### src/rtl/regfile_dump_reader_pkg.sv
// Shared definitions for the register-file dump reader: FSM encoding and
// the default geometry of the 8x16 register file it reads.
package regfile_dump_reader_pkg;

  localparam int DEFAULT_NREGS  = 8;
  localparam int DEFAULT_ADDR_W = 3;
  localparam int DEFAULT_DATA_W = 16;

  typedef enum logic [1:0] {
    IDLE  = 2'd0,
    FETCH = 2'd1,
    SEND  = 2'd2,
    DONE  = 2'd3
  } dumpState_t;

endpackage

### src/rtl/regfile_dump_reader.sv
// Walks every regfile address through one read port and streams the values
// out on a valid/ready interface, holding freeze so the snapshot is stable.
module regfile_dump_reader
  import regfile_dump_reader_pkg::*;
#(
  parameter int NREGS  = DEFAULT_NREGS,
  parameter int ADDR_W = DEFAULT_ADDR_W,
  parameter int DATA_W = DEFAULT_DATA_W
) (
  input  logic              clock,
  input  logic              reset_n,
  input  logic              start,
  input  logic              abort,
  output logic [ADDR_W-1:0] readAddr,
  input  logic [DATA_W-1:0] readData,
  output logic              freeze,
  output logic              busy,
  output logic              done,
  output logic              outValid,
  input  logic              outReady,
  output logic [DATA_W-1:0] outData,
  output logic [ADDR_W-1:0] outAddr,
  output logic              outLast
);

  localparam logic [ADDR_W-1:0] LAST_IDX = ADDR_W'(NREGS - 1);

  dumpState_t        state, stateNext;
  logic [ADDR_W-1:0] idx, idxNext;
  logic              outValidNext, outLastNext;
  logic [DATA_W-1:0] outDataNext;
  logic [ADDR_W-1:0] outAddrNext;

  // NOTE: non-blocking assignments so every register samples pre-edge values.
  always_ff @(posedge clock or negedge reset_n) begin
    if (!reset_n) begin
      state    <= IDLE;
      idx      <= '0;
      outValid <= 1'b0;
      outData  <= '0;
      outAddr  <= '0;
      outLast  <= 1'b0;
    end else begin
      state    <= stateNext;
      idx      <= idxNext;
      outValid <= outValidNext;
      outData  <= outDataNext;
      outAddr  <= outAddrNext;
      outLast  <= outLastNext;
    end
  end

  always_comb begin
    // NOTE: every output of this block gets a default first, so no path infers a latch.
    stateNext    = state;
    idxNext      = idx;
    outValidNext = outValid;
    outDataNext  = outData;
    outAddrNext  = outAddr;
    outLastNext  = outLast;
    readAddr     = '0;

    case (state)
      IDLE: begin
        if (start && !abort) begin
          stateNext = FETCH;
          idxNext   = '0;
        end
      end
      FETCH: begin
        readAddr     = idx;
        outDataNext  = readData;
        outAddrNext  = idx;
        outLastNext  = (idx == LAST_IDX);
        outValidNext = 1'b1;
        stateNext    = SEND;
      end
      SEND: begin
        if (outValid && outReady) begin
          outValidNext = 1'b0;
          if (outLast) begin
            stateNext = DONE;
          end else begin
            idxNext   = idx + ADDR_W'(1);
            stateNext = FETCH;
          end
        end
      end
      DONE:    stateNext = IDLE;
      default: stateNext = IDLE;
    endcase

    // Abort overrides whatever the state logic decided, including a handshake.
    if (abort && (state != IDLE)) begin
      stateNext    = IDLE;
      outValidNext = 1'b0;
      outLastNext  = 1'b0;
    end
  end

  assign busy   = (state != IDLE);
  assign freeze = (state != IDLE);
  assign done   = (state == DONE);

endmodule
### config.mk
export PLATFORM = sky130hd
export DESIGN_NAME = regfile_dump_reader
export DESIGN_NICKNAME = d
export VERILOG_FILES = /design/src/rtl/regfile_dump_reader_pkg.sv /design/src/rtl/regfile_dump_reader.sv
export SDC_FILE = /design/constraint.sdc
export NUM_CORES = 1
export LEC_CHECK = 0
export ABC_AREA = 1
export CAP_MARGIN = 5
export CORE_MARGIN = 3
export CORE_UTILIZATION = 47
export CTS_BUF_LIST = sky130_fd_sc_hd__clkbuf_4
export CTS_CLUSTER_SIZE = 10
export DETAILED_ROUTE_END_ITERATION = 6
export PLACE_DENSITY_LB_ADDON = 0.08
export SYNTH_ARGS = -nofsm -noshare
export SYNTH_HDL_FRONTEND = slang
export SYNTH_SLANG_ARGS = --single-unit
export TNS_END_PERCENT = 50
### constraint.sdc
create_clock -name clock -period 2.2 [get_ports clock]
set_clock_uncertainty 0.1 [all_clocks]
set_input_delay 0.22 -clock clock [delete_from_list [all_inputs] [get_ports clock]]
set_output_delay 0.22 -clock clock [all_outputs]
set_load 0.01 [all_outputs]
==> impl_summary.md, run 1 <==
Status
The run finished with clean final reports.

Clock tree
The clock reaches the later pin of the worst-skew pair after approximately 0.31 ns. The maximum level of the CTS H-tree is 1. Clock-pin slew was measured on the worst setup and hold paths at 0.14 ns. The number of hold buffers added after cts is 0.

The post-cts sizing count is 0. For this design, the sink count on the clock tree is 26. In this run, CTS created clock tree buffers numbering 3. The number of buffers inserted to repair setup after CTS is 0. The buffer depth of the longest clock path is 2. TritonCTS built the clock tree. The root buffer selected by CTS is sky130_fd_sc_hd__clkbuf_4.

STA
The highest clock frequency the design can meet is 0.5167 GHz. The max-slew headroom at the worst pin is 77.91%. The number of max-slew violations in the final report is 0.

The shortest clock period the worst path allows after layout is 1.936 ns. The worst path uses between 80% and 90% of the clock period. Setup repair after global routing left no endpoint under its margin.

The number of endpoints with negative hold slack in the final report is 0. Summed over all failing endpoints, the final setup total negative slack is 0 ns. Setup violations remaining at the end of the flow were counted as 0. For the pin with the worst max-slew slack, the measured transition is approximately 0.33 ns.

Synthesis
The cell area after synthesis is between 1000 and 1500 µm². The synthesized design spends more area on one cell type than any other, namely sky130_fd_sc_hd__dfrtp_1. The post-synthesis cell count is 144. Synthesis produced a netlist with a net count of around 170. Yosys mapped a number of flops with a built-in enable equal to 0.

The cell with the most instances after synthesis is sky130_fd_sc_hd__nand2_1. The yosys synthesis warning count is 0. The share of synthesized area occupied by flip-flops and latches is approximately 54%. Sorting the synthesized cells by how often they occur yields sky130_fd_sc_hd__nand2_1, sky130_fd_sc_hd__dfrtp_1, sky130_fd_sc_hd__inv_1, sky130_fd_sc_hd__nor2_1, sky130_fd_sc_hd__nand3_1.

Among all flip-flop cells after synthesis, the most frequent one is sky130_fd_sc_hd__dfrtp_1. For this run, asynchronously set or reset flops after synthesis account for 100.0%. After synthesis, the cell types taking the most area are sky130_fd_sc_hd__dfrtp_1, sky130_fd_sc_hd__nand2_1, sky130_fd_sc_hd__buf_6, sky130_fd_sc_hd__inv_1, sky130_fd_sc_hd__nand3_1.

The post-synthesis register bit count is 26. The portion of synthesized cell area occupied by the leading cell type is between 50% and 60%. The number of different library cells used by synthesis comes to 17.

The average cell area after synthesis is between 8 and 9 µm².

GRT
The maximum number of pins on one net before global-route repair is 27. The global routing usage summed across all routing layers is 18.83%. The initial antenna violation count is 0. The via count of the first global-routing pass was 1119. The remaining global-route overflow is 0.

The first-pass GRT wire length is 4885 µm.

Critical path
The worst reg2reg path endpoint is outLast$_DFFE_PN0P_. Counting cells, the worst reg-to-reg path comes to 6. For this design, the slowest cell found on the critical path is sky130_fd_sc_hd__clkdlybuf4s50_1. STA classifies the critical path endpoint as an output pin. Walking the worst path, the cells encountered are inv_2 > nand2_2 > nor2_1 > clkdlybuf4s50_1. In this design, the stage delay of the slowest critical-path cell is about 0.55 ns. The setup check on the worst reg-to-reg path leaves a slack of between 0.6 and 0.7 ns. The worst setup path is launched from a flip-flop.

The top fanout value on the critical path is 8. STA puts the critical path data arrival time at between 1.5 and 2 ns. The worst setup path is of the reg2out kind.

The source of the worst register-to-register timing path is state[1]$_DFFE_PN0P_. The required time of the critical path is between 1.5 and 2 ns.

Cells and area
The area used by sequential logic in the layout is ~650 µm². The number of antenna diodes in the final layout is 0. In the final design database the tool counted between 200 and 250 nets. Of the cells placed in the final design, the portion with a size suffix greater than 1 is ~5.2%.

The relative area change from synthesis to final layout is 40.02%. After filler insertion, the fill cell instance count of the layout stands at ~180. The multi-input combinational cell area is ~430 µm².

Power
Summing internal, switching and leakage power gives between 2 and 2.5 mW. The worst vdd rail ir drop is 0.7585 mV. The leakage power figure is around 0.86 nW.

In this run the power density over the cells is roughly 1200 nW/µm².

Floorplan
Measured along the y axis, the die boundary spans ~56 µm. Once the floorplan was initialized, standard cells occupied 51.65% of the core. From left edge to right edge, the die measures about 56 µm. The core area is 2318 µm².

The floorplan has 17 rows. The die covers ~3200 µm². 48 I/O pins were placed.

Drt
The routed layout has 1046 vias. For this run, design rule violations remaining after detail routing come to 0. The first routing iteration left 29 violations. The average wire per cell in the routed design is between 10 and 15 µm. The via count normalized by instance count is approximately 4.8.

The first TritonRoute pass finished after 4 iterations. The wire length after detailed routing is 2750 µm. The remaining number of nets flagged by the antenna check after routing is 0.

Worst hold path
The worst hold path belongs to the class in2async.

Placement
During placement, the flow inserted port buffers numbering 47. The estimated wirelength of the detail-placed design is roughly 2000 µm. At the end of routability-driven placement, the weighted congestion stood at 0.7907.

Run
The max-capacitance violation count is 0.
sequential cells by signal, summed over array words and instances (netlist names):
signal	count
idx	3
outAddr	3
outData	16
outValid	1
state	2
outLast	1
cells by family (layout without fill, tap and decap cells):
logic type | Yosys count | after routing | synth area share (%)
simple gates | 91 | 91 | 30.62
flops | 26 | 26 | 54.34
buf+inv | 18 | 65 | 9.404
compound gates | 7 | 7 | 3.552
fa+ha+maj | 2 | 2 | 2.090
routing by layer:
layer / GRT usage [%] / vias up / share of wire [%]
met1: 23.39 / 480 / 43
met4: 5.763 / 0 / 0.80
li1: - / 529 / -
met5: 0 / - / 0
met2: 32.51 / 33 / 49
met3: 3.908 / 4 / 6.9
worst max-delay path, delay by kind of cell (launching register included):
family	cells	cell delay, ns
buffers and inverters	2	0.65
DFF	1	0.50
and+or+nand+nor	2	0.17
report_power, final:
part / switching (mW) / internal, mW / leakage [nW]
Sequential: 0.128 / 0.665 / 0.332
Clock: 0.136 / 0.0662 / 0.0154
Combinational: 0.527 / 0.505 / 0.512
metrics by stage:
stage / hold slack (ns) / utilization (%) / setup slack [ns] / std cells / area [µm²]
global route: 0.1641 / 72.32 / 0.1313 / 219 / 1677
finish: 0.1515 / 72.32 / 0.2645 / 219 / 1677
global placement: 0.3624 / 71.18 / 0.6558 / 215 / 1650
floorplan: -0.1756 / - / 0.8726 / 144 / 1197
detailed placement: 0.3636 / 71.18 / 0.6127 / 215 / 1650
CTS: 0.1558 / 72.32 / 0.2533 / 219 / 1677
worst max path at each step:
stage                    startpoint          end  slack [ns]  cells past startpoint
6_report       state[1]$_DFFE_PN0P_  readAddr[1]        0.26                      4
5_1_grt        state[1]$_DFFE_PN0P_  readAddr[2]        0.13                      4
4_1_cts        state[1]$_DFFE_PN0P_  readAddr[2]        0.25                      4
3_5_place_dp   state[1]$_DFFE_PN0P_  readAddr[2]        0.61                      4
3_3_place_gp   state[1]$_DFFE_PN0P_  readAddr[2]        0.66                      4
2_1_floorplan  state[1]$_DFFE_PN0P_  readAddr[0]        0.87                      6
layout make-up:
type,instances,share of cell area (%)
tap,28,2.090
multi-input combinational,100,25.90
clock buffer,3,1.343
sequential,26,38.81
clock inverter,1,0.2239
inverter,12,2.687
timing repair buffer,49,28.96
cell usage in the layout (no fill, tap or decap):
cell	count
sky130_fd_sc_hd__clkbuf_4	3
sky130_fd_sc_hd__nand4_1	1
sky130_fd_sc_hd__inv_1	9
sky130_fd_sc_hd__buf_4	2
sky130_fd_sc_hd__dfrtp_1	26
sky130_fd_sc_hd__nand2_2	1
sky130_fd_sc_hd__inv_2	2
sky130_fd_sc_hd__nor2_1	8
sky130_fd_sc_hd__a21oi_1	1
sky130_fd_sc_hd__nand3_2	2
sky130_fd_sc_hd__nand2_1	73
sky130_fd_sc_hd__o21bai_1	3
sky130_fd_sc_hd__o21ai_0	3
sky130_fd_sc_hd__clkinv_1	2
sky130_fd_sc_hd__ha_1	2
sky130_fd_sc_hd__clkdlybuf4s50_1	47
sky130_fd_sc_hd__nand3_1	6
No activity file was read; power rests on OpenSTA's default activity.
==> run 2, diff against run 1 <==
--- a/config.mk
+++ b/config.mk
@@ -7,8 +7,10 @@
 export LEC_CHECK = 0
 export ABC_AREA = 1
 export CAP_MARGIN = 5
+export CELL_PAD_IN_SITES_DETAIL_PLACEMENT = 0
+export CELL_PAD_IN_SITES_GLOBAL_PLACEMENT = 2
 export CORE_MARGIN = 3
-export CORE_UTILIZATION = 47
+export CORE_UTILIZATION = 26
 export CTS_BUF_LIST = sky130_fd_sc_hd__clkbuf_4
 export CTS_CLUSTER_SIZE = 10
 export DETAILED_ROUTE_END_ITERATION = 6
==> impl_summary.md, run 2 (same netlist as run 1, synthesis figures left out) <==
Status
The flow ran to the end, and the final reports show no timing, DRC or antenna violations.

Clock tree
The root buffer selected by CTS is sky130_fd_sc_hd__clkbuf_4. The sink count of the clock tree is 26 (unchanged). The number of hold buffers added after cts is 0 (unchanged).

The clock-pin slew reported for the worst setup and hold paths after clock tree synthesis is 0.14 ns (about the same). The number of buffers inserted to repair setup after CTS is 0 (unchanged). The maximum level of the CTS H-tree is 1 (unchanged). The buffer depth of the longest clock path is 2 (unchanged).

The clock latency at the later pin of the worst-skew pair is 0.32 ns (about the same). TritonCTS built the clock tree. The number of buffers added by the clock tree synthesis step is 3 (unchanged). The post-cts sizing count is 0 (unchanged).

Power
The leakage power figure was 0.8635 nW (+0.40%). The worst vdd rail ir drop is 0.4417 mV (-42%). The power per cell area was 1193 nW/µm² (-1.4%).

Floorplan
The core area came to 4414 µm² (+90%). The row count is 24 (+7). The die outline height is 73.86 µm (+31%). The overall die area came to 5455 µm² (+71%). The chip width came to 73.86 µm (+31%). The number of top-level pins was 48 (unchanged).

The initial cell density of the core is 27.13% (-25 points).

Critical path
The worst reg2reg path depth came to 6 (unchanged). The source of the worst register-to-register timing path is state[1]$_DFFE_PN0P_. The worst register-to-register path ends at outLast$_DFFE_PN0P_. The category of the worst setup path capture point is an output pin.

The setup path with the least slack is of type reg2out. The delay of the slowest critical-path stage was 0.54 ns (about the same). The top fanout value on the critical path is 17 (+9). The worst setup path is launched from a flip-flop. The required time of the critical path was 1.88 ns (about the same). The number of buffers and inverters on the critical path was 2 (unchanged). In this design, the largest share of critical-path delay is due to buffers and inverters. The signal on the critical path passes through inv_2 > nand2_4 > nor2_1 > clkdlybuf4s50_1. The register-to-register path setup slack is 0.66 ns (about the same). The signal arrival time at the worst endpoint is 1.70 ns (+0.08 ns). The largest individual stage delay along the critical path comes from the cell sky130_fd_sc_hd__clkdlybuf4s50_1.

Cells and area
The count of placed standard cells in the final layout, fillers left out is 243 (+11%). The area growth from synthesis to layout is 42.95%. outData holds more flip-flops than any other register. The net count of the finished layout is 215 (unchanged). The share of final-layout standard cells stronger than drive strength 1 is 5.236% (unchanged).

The number of flip-flops in the largest register was 16 (unchanged). The library cell used most frequently in the layout, excluding fill and tap cells, is sky130_fd_sc_hd__nand2_1. Leaving out fill and tap cells, the most frequent cells in the layout are sky130_fd_sc_hd__nand2_1, sky130_fd_sc_hd__clkdlybuf4s50_1, sky130_fd_sc_hd__dfrtp_1. The total inserted antenna cells came to 0 (unchanged). The fill cell instance count of the final layout is 469 (+160%). In the final layout, the registers with the most flip-flops are outData: 16 flops, idx: 3 flops, outAddr: 3 flops.

Drt
The via count normalized by instance count is 4.383 (-8.2%). The DRC violation count after routing is 0 (unchanged). The violation count after the first detailed-routing iteration is 51 (+76%). The number of optimization iterations in the first detailed-route pass is 4 (unchanged). The via total after detailed routing is 1065 (+1.8%). The wire length after detailed routing is 2984 µm (+8.5%).

The remaining number of nets flagged by the antenna check after routing is 0 (unchanged). The average wire per cell in the routed design was 12.28 µm (-2.2%).

STA
The highest clock frequency the design can meet is 0.4957 GHz (-4.1%). The total negative setup slack is 0 ns (unchanged). The max-slew headroom at the worst pin is 77.45% (-0.47 points). The minimum setup slack in the final design is 0.1826 ns (-0.08187 ns). The number of setup violations in the final report is 0 (unchanged). The ratio of final minimum period to clock period is 91.70% (+3.7 points). The shortest clock period the worst path allows after layout is 2.017 ns (+0.08187 ns).

The number of endpoints with negative hold slack in the final report is 0 (unchanged). Setup repair after global routing left no endpoint under its margin. The pin slew with the least headroom to its limit is 0.3383 ns (+0.006975 ns).

The number of max-slew violations in the final report is 0 (unchanged).

GRT
The global routing usage summed across all routing layers is 11.80% (-7.0 points). The first-pass GRT wire length is 4961 µm (+1.6%). The initial antenna violation count is 0 (unchanged). The via count of the first global-routing pass is 1049 (-6.3%). The remaining global-route overflow is 0 (unchanged). The maximum number of pins on one net before global-route repair is 27 (unchanged).

Worst hold path
In this run the worst hold path is classified as in2async.

Run
The max-capacitance violation count is 0 (unchanged).

Placement
The post-placement cell count is 239 (+11%). The worst-case setup slack after placement came to 0.4588 ns (-0.1539 ns). The estimated wirelength of the detail-placed design was 2234 µm (+10%). The port buffer count came to 47 (unchanged). The routability congestion estimate came to 0.6981 (-12%).
-- run 2: final cells by class --
type                       instances  area (µm²)  area share, %
sequential                        26       650.6          38.01
timing repair buffer              49       485.5          28.36
multi-input combinational        100       439.2          25.66
tap                               52       65.06          3.801
inverter                          12       45.04          2.632
clock buffer                       3       22.52          1.316
clock inverter                     1       3.754         0.2193
-- run 2: worst reg2reg max path, cell delays in order, from the launching register on --
cell and delay [ns]:
sky130_fd_sc_hd__dfrtp_1 0.49, sky130_fd_sc_hd__inv_2 0.11, sky130_fd_sc_hd__nand2_4 0.12, sky130_fd_sc_hd__buf_4 0.22, sky130_fd_sc_hd__inv_2 0.26, sky130_fd_sc_hd__nand3_1 0.11
sky130_fd_sc_hd__nand2_1 0.07
-- run 2: layer usage --
metal | track usage (%) | vias to the layer above | part of all wire [%]
met4 | 2.414 | 0 | 0.67
met5 | 0 | - | 0
li1 | - | 529 | -
met2 | 19.69 | 42 | 48
met1 | 15.13 | 492 | 45
met3 | 3.420 | 2 | 6.5
-- run 2: how the worst max path moves through the flow --
stage,startpoint,endpoint,slack [ns],cells past startpoint
3_3_place_gp,state[1]$_DFFE_PN0P_,readAddr[2],0.48,4
3_5_place_dp,state[1]$_DFFE_PN0P_,readAddr[2],0.46,4
2_1_floorplan,state[1]$_DFFE_PN0P_,readAddr[0],0.87,6
5_1_grt,state[1]$_DFFE_PN0P_,readAddr[1],0.05,4
6_report,state[1]$_DFFE_PN0P_,readAddr[2],0.18,4
4_1_cts,state[1]$_DFFE_PN0P_,readAddr[2],0.06,4
-- run 2: stage by stage --
stage                     power [mW]  cell area, µm²  hold WS [ns]  util [%]
after floorplan                1.393            1197       -0.1756         -
after global placement         1.843            1680        0.3640     38.07
after detailed placement       1.854            1680        0.3650     38.07
after CTS                      2.080            1707        0.1535     38.66
after global routing           2.230            1712        0.1743     38.78
final                          2.042            1712        0.1531     38.78
-- run 2: where the power goes --
group          switching [mW]  internal [mW]
registers               0.132          0.666
logic                   0.527          0.509
clock network           0.142         0.0664
total                   0.801           1.24
